==> config.mk <==
export PLATFORM = sky130hd
export DESIGN_NAME = obuf_readout_scheduler
export DESIGN_NICKNAME = d
export VERILOG_FILES = /design/src/rtl/obuf_rd_pkg.sv /design/src/rtl/axis_skid_fifo.sv /design/src/rtl/obuf_readout_scheduler.sv
export SDC_FILE = /design/constraint.sdc
export NUM_CORES = 1
export LEC_CHECK = 0
export CAP_MARGIN = 20
export CORE_MARGIN = 2
export CORE_UTILIZATION = 41
export CTS_BUF_LIST = sky130_fd_sc_hd__clkbuf_8
export CTS_CLUSTER_SIZE = 28
export DETAILED_ROUTE_END_ITERATION = 8
export PLACE_DENSITY = 0.79
export REMOVE_ABC_BUFFERS = 1
export SETUP_SLACK_MARGIN = 0.05
export SLEW_MARGIN = 30
export SYNTH_ARGS = -nofsm -noshare
export SYNTH_HDL_FRONTEND = slang
export SYNTH_HIERARCHICAL = 1
export SYNTH_SLANG_ARGS = --single-unit
==> constraint.sdc <==
create_clock -name clk -period 3.2 [get_ports clk]
set_input_delay 0.48 -clock clk [delete_from_list [all_inputs] [get_ports clk]]
set_output_delay 0.48 -clock clk [all_outputs]
set_load 0.01 [all_outputs]
==> src/rtl/obuf_rd_pkg.sv <==
// Shared state encoding, header constants and header word builder for the
// output-BRAM readout scheduler.
package obuf_rd_pkg;

   typedef enum logic [2:0] {
      IDLE,
      DRAIN,
      HEADER,
      READ,
      CLEAR
   } rd_state_t;

   localparam logic [15:0] HDR_MAGIC   = 16'hC0DE;
   localparam logic [15:0] HDR_TRAILER = 16'hFFFF;
   localparam int          HDR_WORDS   = 6;

   // Word 4 is the total data word count, deliberately truncated to 16 bits.
   function automatic logic [15:0] hdr_word(
      input logic [2:0]  idx,
      input logic [1:0]  layer,
      input logic [2:0]  batch,
      input logic [15:0] len16,
      input logic [15:0] nbrams16
   );
      logic [15:0] word;
      case (idx)
         3'd0:    word = HDR_MAGIC;
         3'd1:    word = {8'b0, 3'b0, layer, batch};
         3'd2:    word = len16;
         3'd3:    word = nbrams16;
         3'd4:    word = len16 * nbrams16;
         default: word = HDR_TRAILER;
      endcase
      return word;
   endfunction

endpackage

==> src/rtl/axis_skid_fifo.sv <==
// Small power-of-two FIFO holding {tlast, tdata}; head word is presented
// straight from the storage registers and reads as zero while empty.
module axis_skid_fifo #(
   parameter int W     = 17,
   parameter int DEPTH = 4
) (
   input  logic                     clk,
   input  logic                     rst,
   input  logic                     push,
   input  logic [W-1:0]             push_data,
   input  logic                     pop,
   output logic [W-1:0]             head_data,
   output logic                     empty,
   output logic                     full,
   output logic [$clog2(DEPTH):0]   count
);
   localparam int AW = $clog2(DEPTH);

   logic [W-1:0]  mem [DEPTH];
   logic [AW-1:0] wr_ptr_reg;
   logic [AW-1:0] rd_ptr_reg;
   logic [AW:0]   count_reg;
   logic          do_push;
   logic          do_pop;

   assign empty   = (count_reg == '0);
   assign full    = (count_reg == (AW+1)'(DEPTH));
   assign count   = count_reg;
   assign do_pop  = pop && !empty;
   // A push into a full FIFO is accepted only when a pop frees the slot.
   assign do_push = push && (!full || do_pop);
   assign head_data = empty ? '0 : mem[rd_ptr_reg];

   always_ff @(posedge clk) begin
      if (do_push) begin
         mem[wr_ptr_reg] <= push_data;
      end
   end

   always_ff @(posedge clk) begin
      if (rst) begin
         wr_ptr_reg <= '0;
         rd_ptr_reg <= '0;
         count_reg  <= '0;
      end else begin
         if (do_push) begin
            wr_ptr_reg <= wr_ptr_reg + 1'b1;
         end
         if (do_pop) begin
            rd_ptr_reg <= rd_ptr_reg + 1'b1;
         end
         case ({do_push, do_pop})
            2'b10:   count_reg <= count_reg + 1'b1;
            2'b01:   count_reg <= count_reg - 1'b1;
            default: count_reg <= count_reg;
         endcase
      end
   end

endmodule

==> src/rtl/obuf_readout_scheduler.sv <==
// Batch-boundary owner of the output BRAM bank: holds compute, drains, streams
// a header plus all BRAM words on AXI-Stream, zeroes the region, releases.
module obuf_readout_scheduler
   import obuf_rd_pkg::*;
#(
   parameter int DW           = 16,
   parameter int NUM_BRAMS    = 16,
   parameter int O_ADDR_W     = 9,
   parameter int DRAIN_CYCLES = 4,
   parameter int FIFO_DEPTH   = 4
) (
   input  logic                          clk,
   input  logic                          rst,
   input  logic                          batch_complete,
   input  logic [2:0]                    batch_id,
   input  logic [1:0]                    layer_id,
   input  logic [O_ADDR_W:0]             out_len,
   output logic                          compute_hold,
   output logic                          ext_read_mode,
   output logic [$clog2(NUM_BRAMS)-1:0]  ext_rd_bram,
   output logic [O_ADDR_W-1:0]           ext_rd_addr,
   output logic                          ext_rd_en,
   input  logic [NUM_BRAMS*DW-1:0]       ext_rd_data_flat,
   output logic [NUM_BRAMS-1:0]          ext_clr_we,
   output logic [O_ADDR_W-1:0]           ext_clr_addr,
   output logic [DW-1:0]                 m_axis_tdata,
   output logic                          m_axis_tvalid,
   input  logic                          m_axis_tready,
   output logic                          m_axis_tlast,
   output logic                          busy,
   output logic                          done,
   output logic                          overrun_err
);
   localparam int BW  = $clog2(NUM_BRAMS);
   localparam int CW  = $clog2(FIFO_DEPTH) + 1;
   localparam int DCW = $clog2(DRAIN_CYCLES + 1);

   rd_state_t state_reg, state_next;

   logic [2:0]          batch_reg;
   logic [1:0]          layer_reg;
   logic [O_ADDR_W:0]   len_reg;
   logic [DCW-1:0]      drain_cnt_reg;
   logic [2:0]          hdr_idx_reg;
   logic [O_ADDR_W-1:0] rd_addr_reg;
   logic [BW-1:0]       rd_bram_reg;
   logic                issue_done_reg;
   logic                inflight_reg;
   logic                inflight_last_reg;
   logic [BW-1:0]       inflight_bram_reg;
   logic [O_ADDR_W-1:0] clr_addr_reg;
   logic                overrun_reg;

   logic [O_ADDR_W-1:0] last_addr;
   logic                len_zero;
   logic                accept;
   logic                drain_last;
   logic                hdr_push;
   logic                hdr_last;
   logic                addr_last;
   logic                bram_last;
   logic                clr_last;
   logic                room;
   logic [CW:0]         occupancy;
   logic                rd_en;
   logic                pop;
   logic                pop_last;

   logic                fifo_push;
   logic [DW:0]         fifo_push_data;
   logic [DW:0]         fifo_head;
   logic                fifo_empty;
   logic                fifo_full;
   logic [CW-1:0]       fifo_count;
   logic [DW-1:0]       hdr_data;

   // For out_len = 2^O_ADDR_W the low bits are zero and this wraps to all ones.
   assign last_addr  = len_reg[O_ADDR_W-1:0] - 1'b1;
   assign len_zero   = (len_reg == '0);
   assign accept     = (state_reg == IDLE) && batch_complete;
   assign drain_last = (drain_cnt_reg == DCW'(DRAIN_CYCLES - 1));
   assign hdr_push   = (state_reg == HEADER) && !fifo_full;
   assign hdr_last   = (hdr_idx_reg == 3'(HDR_WORDS - 1));
   assign addr_last  = (rd_addr_reg == last_addr);
   assign bram_last  = (rd_bram_reg == BW'(NUM_BRAMS - 1));
   assign clr_last   = (clr_addr_reg == last_addr);

   // Count the read in flight so its data always has a slot next cycle.
   assign occupancy = {1'b0, fifo_count} + {{CW{1'b0}}, inflight_reg};
   assign room      = (occupancy < (CW+1)'(FIFO_DEPTH));
   assign rd_en     = (state_reg == READ) && !len_zero && !issue_done_reg && room;

   assign pop      = m_axis_tvalid && m_axis_tready;
   assign pop_last = pop && m_axis_tlast;

   assign hdr_data = DW'(hdr_word(hdr_idx_reg, layer_reg, batch_reg,
                                  16'(len_reg), 16'(NUM_BRAMS)));

   assign fifo_push      = hdr_push || inflight_reg;
   assign fifo_push_data = hdr_push
                         ? {hdr_last && len_zero, hdr_data}
                         : {inflight_last_reg, ext_rd_data_flat[inflight_bram_reg*DW +: DW]};

   axis_skid_fifo #(
      .W     (DW + 1),
      .DEPTH (FIFO_DEPTH)
   ) u_fifo (
      .clk       (clk),
      .rst       (rst),
      .push      (fifo_push),
      .push_data (fifo_push_data),
      .pop       (m_axis_tready),
      .head_data (fifo_head),
      .empty     (fifo_empty),
      .full      (fifo_full),
      .count     (fifo_count)
   );

   assign m_axis_tvalid = !fifo_empty;
   assign m_axis_tdata  = fifo_head[DW-1:0];
   assign m_axis_tlast  = fifo_head[DW];

   assign busy          = (state_reg != IDLE);
   assign compute_hold  = busy;
   assign ext_read_mode = busy;
   assign ext_rd_en     = rd_en;
   assign ext_rd_bram   = rd_bram_reg;
   assign ext_rd_addr   = rd_addr_reg;
   assign ext_clr_addr  = clr_addr_reg;
   assign overrun_err   = overrun_reg;

   always_ff @(posedge clk) begin
      if (rst) begin
         state_reg <= IDLE;
      end else begin
         state_reg <= state_next;
      end
   end

   // A zero-length batch has its tlast on the header trailer, so READ just
   // waits for that beat and finishes without a clear pass.
   always_comb begin
      state_next = state_reg;
      done       = 1'b0;
      ext_clr_we = '0;
      case (state_reg)
         IDLE:    if (batch_complete) state_next = DRAIN;
         DRAIN:   if (drain_last) state_next = HEADER;
         HEADER:  if (hdr_push && hdr_last) state_next = READ;
         READ: begin
            if (pop_last) begin
               if (len_zero) begin
                  state_next = IDLE;
                  done       = 1'b1;
               end else begin
                  state_next = CLEAR;
               end
            end
         end
         CLEAR: begin
            ext_clr_we = '1;
            if (clr_last) begin
               state_next = IDLE;
               done       = 1'b1;
            end
         end
         default: state_next = IDLE;
      endcase
   end

   always_ff @(posedge clk) begin
      if (rst) begin
         batch_reg         <= '0;
         layer_reg         <= '0;
         len_reg           <= '0;
         drain_cnt_reg     <= '0;
         hdr_idx_reg       <= '0;
         rd_addr_reg       <= '0;
         rd_bram_reg       <= '0;
         issue_done_reg    <= 1'b0;
         inflight_reg      <= 1'b0;
         inflight_last_reg <= 1'b0;
         inflight_bram_reg <= '0;
         clr_addr_reg      <= '0;
         overrun_reg       <= 1'b0;
      end else begin
         if (accept) begin
            batch_reg <= batch_id;
            layer_reg <= layer_id;
            len_reg   <= out_len;
         end
         if (batch_complete && state_reg != IDLE) begin
            overrun_reg <= 1'b1;
         end
         drain_cnt_reg <= (state_reg == DRAIN && !drain_last) ? drain_cnt_reg + 1'b1 : '0;
         if (hdr_push) begin
            hdr_idx_reg <= hdr_last ? 3'd0 : hdr_idx_reg + 3'd1;
         end

         inflight_reg      <= rd_en;
         inflight_last_reg <= rd_en && addr_last && bram_last;
         inflight_bram_reg <= rd_bram_reg;

         // Counters wrap on terminal-count compare only.
         if (rd_en) begin
            if (addr_last) begin
               rd_addr_reg <= '0;
               if (bram_last) begin
                  rd_bram_reg    <= '0;
                  issue_done_reg <= 1'b1;
               end else begin
                  rd_bram_reg <= rd_bram_reg + 1'b1;
               end
            end else begin
               rd_addr_reg <= rd_addr_reg + 1'b1;
            end
         end
         if (state_reg == IDLE) begin
            issue_done_reg <= 1'b0;
         end
         if (state_reg == CLEAR) begin
            clr_addr_reg <= clr_last ? '0 : clr_addr_reg + 1'b1;
         end
      end
   end

endmodule

==> qor.txt <==
WP data arrival: 2.55 ns
Wl on met1: 12050 um
Period utilisation layout: 0.9459
# setup viols final: 0
Vias/cell: 5.668
Dpl cells: 1276
Root Buffer: clkbuf_8
TritonCTS clock tree: built
FMAX: 0.3304 GHz
Routed len/inst: 23.43 um
Clock Sink Count: 131
Largest net degree at the start of global routing: 27
CP startpoint kind: register
Fin area: 0.01248 mm^2
RSZ-0062 raised after global routing: false
R2r startpoint: u_fifo/count[0]
TritonCTS buffer count: 17
Die ar.: 0.02177 mm^2
Outcome: finished, final reports clean
Drt first pass iters: 6
Worst R2R Path Depth: 8
Max-cap viol count: 0
Global route overflow: 0
Routed met3 length: 2468 um
Hold endpoint: drain_cnt_reg[0]
Final Worst Setup Slack: 0.1732 ns
Max FFs per register: 68
Syn Area/Cell: 12.05 um^2
Met2 wire length: 15620 um
Yosys reg bits: 131
Gpl congestion: 0.9004
Fin. Hold Viols: 0
VDD IR-drop max: 0.2957 mV
Crit path max fanout: 6
Rows: 52
CP Capture Type: output pin
Final worst path period need: 3.027 ns
Syn-to-layout area delta: 47.73%
Worst reg2reg endpoint: u_fifo/mem[0][13]
Hold Path Cell Cnt: 1
Starting density of the core: 0.4176
DR vias: 7431
Vias in the first global route: 7471
Hold WC Path Type: register to register
Tightest Pin Transition: 0.9641 ns
Die Span X: 147.6 um
Most frequent cells in the layout: 335 x clkdlybuf4s50_1, 90 x mux4_2, 68 x edfxtp_1
Post-layout util: 0.6169
Number of synthesized flops with an enable pin: 68
Highest routed layer: met5
Seq/Total Area, Yosys: 0.3909
GRT Total Usage: 0.2811
Detailed Route WL: 30720 um
Fin Clk Skew: 0.008332 ns
Dpl cell area: 0.01210 mm^2
DP HPWL: 25340 um
Pwr dens: 429.3 mW/mm^2
Drt drc: 0
Cts hold-fix bufs: 0
Synthesized area: 0.008449 mm^2
Leakage Power: 4.215 nW
Chip height: 147.6 um
Io pins: 337
Asr flop ratio synth: 0
Initial drt markers: 643
Crit path kind: register to output pin
Most common cell after layout, fill and taps aside: clkdlybuf4s50_1
Cell count after synthesis: 701
Primary FF master, synth: edfxtp_1
Final Max Tran Viols: 0
Share of cells above drive strength 1: 0.1858
Sum Neg Setup Slack: 0 ns
Nets@finish: 1313
Post-route ant nets: 0
Longest Clk Path Bufs: 2
H-tree lvl count: 4
Worst EP required: 2.72 ns
Initial antenna violation count: 6
First-pass GRT wire length: 45050 um
Synth unique cells: 78
Slew Limit Headroom: 0.3564
Hold path start: drain_cnt_reg[0]
R2r setup slk: 0.42 ns
Core ar.: 0.02023 mm^2
Dpl ws: 0.2738 ns
Worst skew pair latency: 0.46 ns
Port buffer count: 336
CTS clock-pin slew for the worst setup and hold paths: 0.08 ns
Syn. warnings: 6
Non-filler cells, final: 1311
## layer usage
metal,GRT usage,vias to the layer above
met5,0,-
met4,0.06923,8
met3,0.06296,49
met2,0.4705,387
met1,0.3741,3665
li1,-,3322
## power by group
| part | total, mW | leakage [nW] | switching (mW) | internal [mW] |
|---|---|---|---|---|
| Combinational | 2.00 | 2.92 | 0.980 | 1.02 |
| Clock | 1.28 | 0.173 | 0.669 | 0.614 |
| Sequential | 2.08 | 1.13 | 0.105 | 1.97 |
| Total | 5.36 | 4.21 | 1.75 | 3.60 |
## how the worst max path moves through the flow
stage	start	endpoint	slack, ns	depth (start not counted)
floorplan	inflight_bram_reg[0]	u_fifo/mem[0][0]	-1.13	3
global placement	len_reg[0]	done	0.33	9
detailed placement	len_reg[0]	done	0.27	9
CTS	len_reg[0]	done	0.05	9
global route	len_reg[0]	ext_rd_en	0.08	8
finish	len_reg[0]	ext_rd_en	0.17	8
## per-stage QoR
stage / hold slack [ns] / power, mW
after floorplan: 0.3992 / 3.106
after global placement: 0.4081 / 4.028
after detailed placement: 0.4204 / 4.074
after CTS: 0.4307 / 5.355
after global routing: 0.4451 / 5.604
final: 0.4242 / 5.359
## final cells by class
cell class / count / area, um^2
fill: 1599 / 7752
multi-input combinational: 472 / 4656
clock buffer: 17 / 234.0
sequential: 131 / 3308
inverter: 26 / 97.59
clock inverter: 15 / 132.6
timing repair buffer: 378 / 3711
antenna: 2 / 5.005
tap: 270 / 337.8
## worst max-delay path, cell delays in order (launching register included)
cell and delay (ns):
dfxtp_1 0.33, inv_1 0.05, ha_1 0.26, nor3b_2 0.20
buf_4 0.17, nand3_1 0.18, nand3_2 0.19, inv_2 0.16
clkdlybuf4s50_1 0.55
## Yosys cell counts, types with 11 or more instances
cell      number  area [um^2]
inv_1         25        93.84
xor2_1        17        148.9
dfxtp_1       63         1261
buf_2         19        95.09
nand4_1       12        75.07
buf_4         20        150.1
nor2_1        65        244.0
ha_1          11        137.6
xnor2_1       18        157.7
mux4_2        90         2027
clkbuf_1      24        90.09
edfxtp_1      68         2042
nand2_1       51        191.4
nor2b_1       15        93.84
a21oi_1       40        200.2
## cells by family (layout without fill, tap and decap cells)
family	Yosys count	after routing	share of synthesized area
flip-flops	131	131	0.3909
AO/OA/AOI/OAI	103	103	0.08249
other	0	2	0
XOR/XNOR	38	38	0.04428
buffers and inverters	98	436	0.05997
adder cells (fa/ha/maj)	12	12	0.01866
multiplexers	104	104	0.2705
AND/OR/NAND/NOR	215	215	0.1331
## what timing repair did
item | CTS | global route
buffers inserted | 1 | 0
resized for setup | 1 | 6
pin swaps | 1 | 0
endpoints found under the setup margin | 2 | 2
Power figures use the tool's default switching activity.
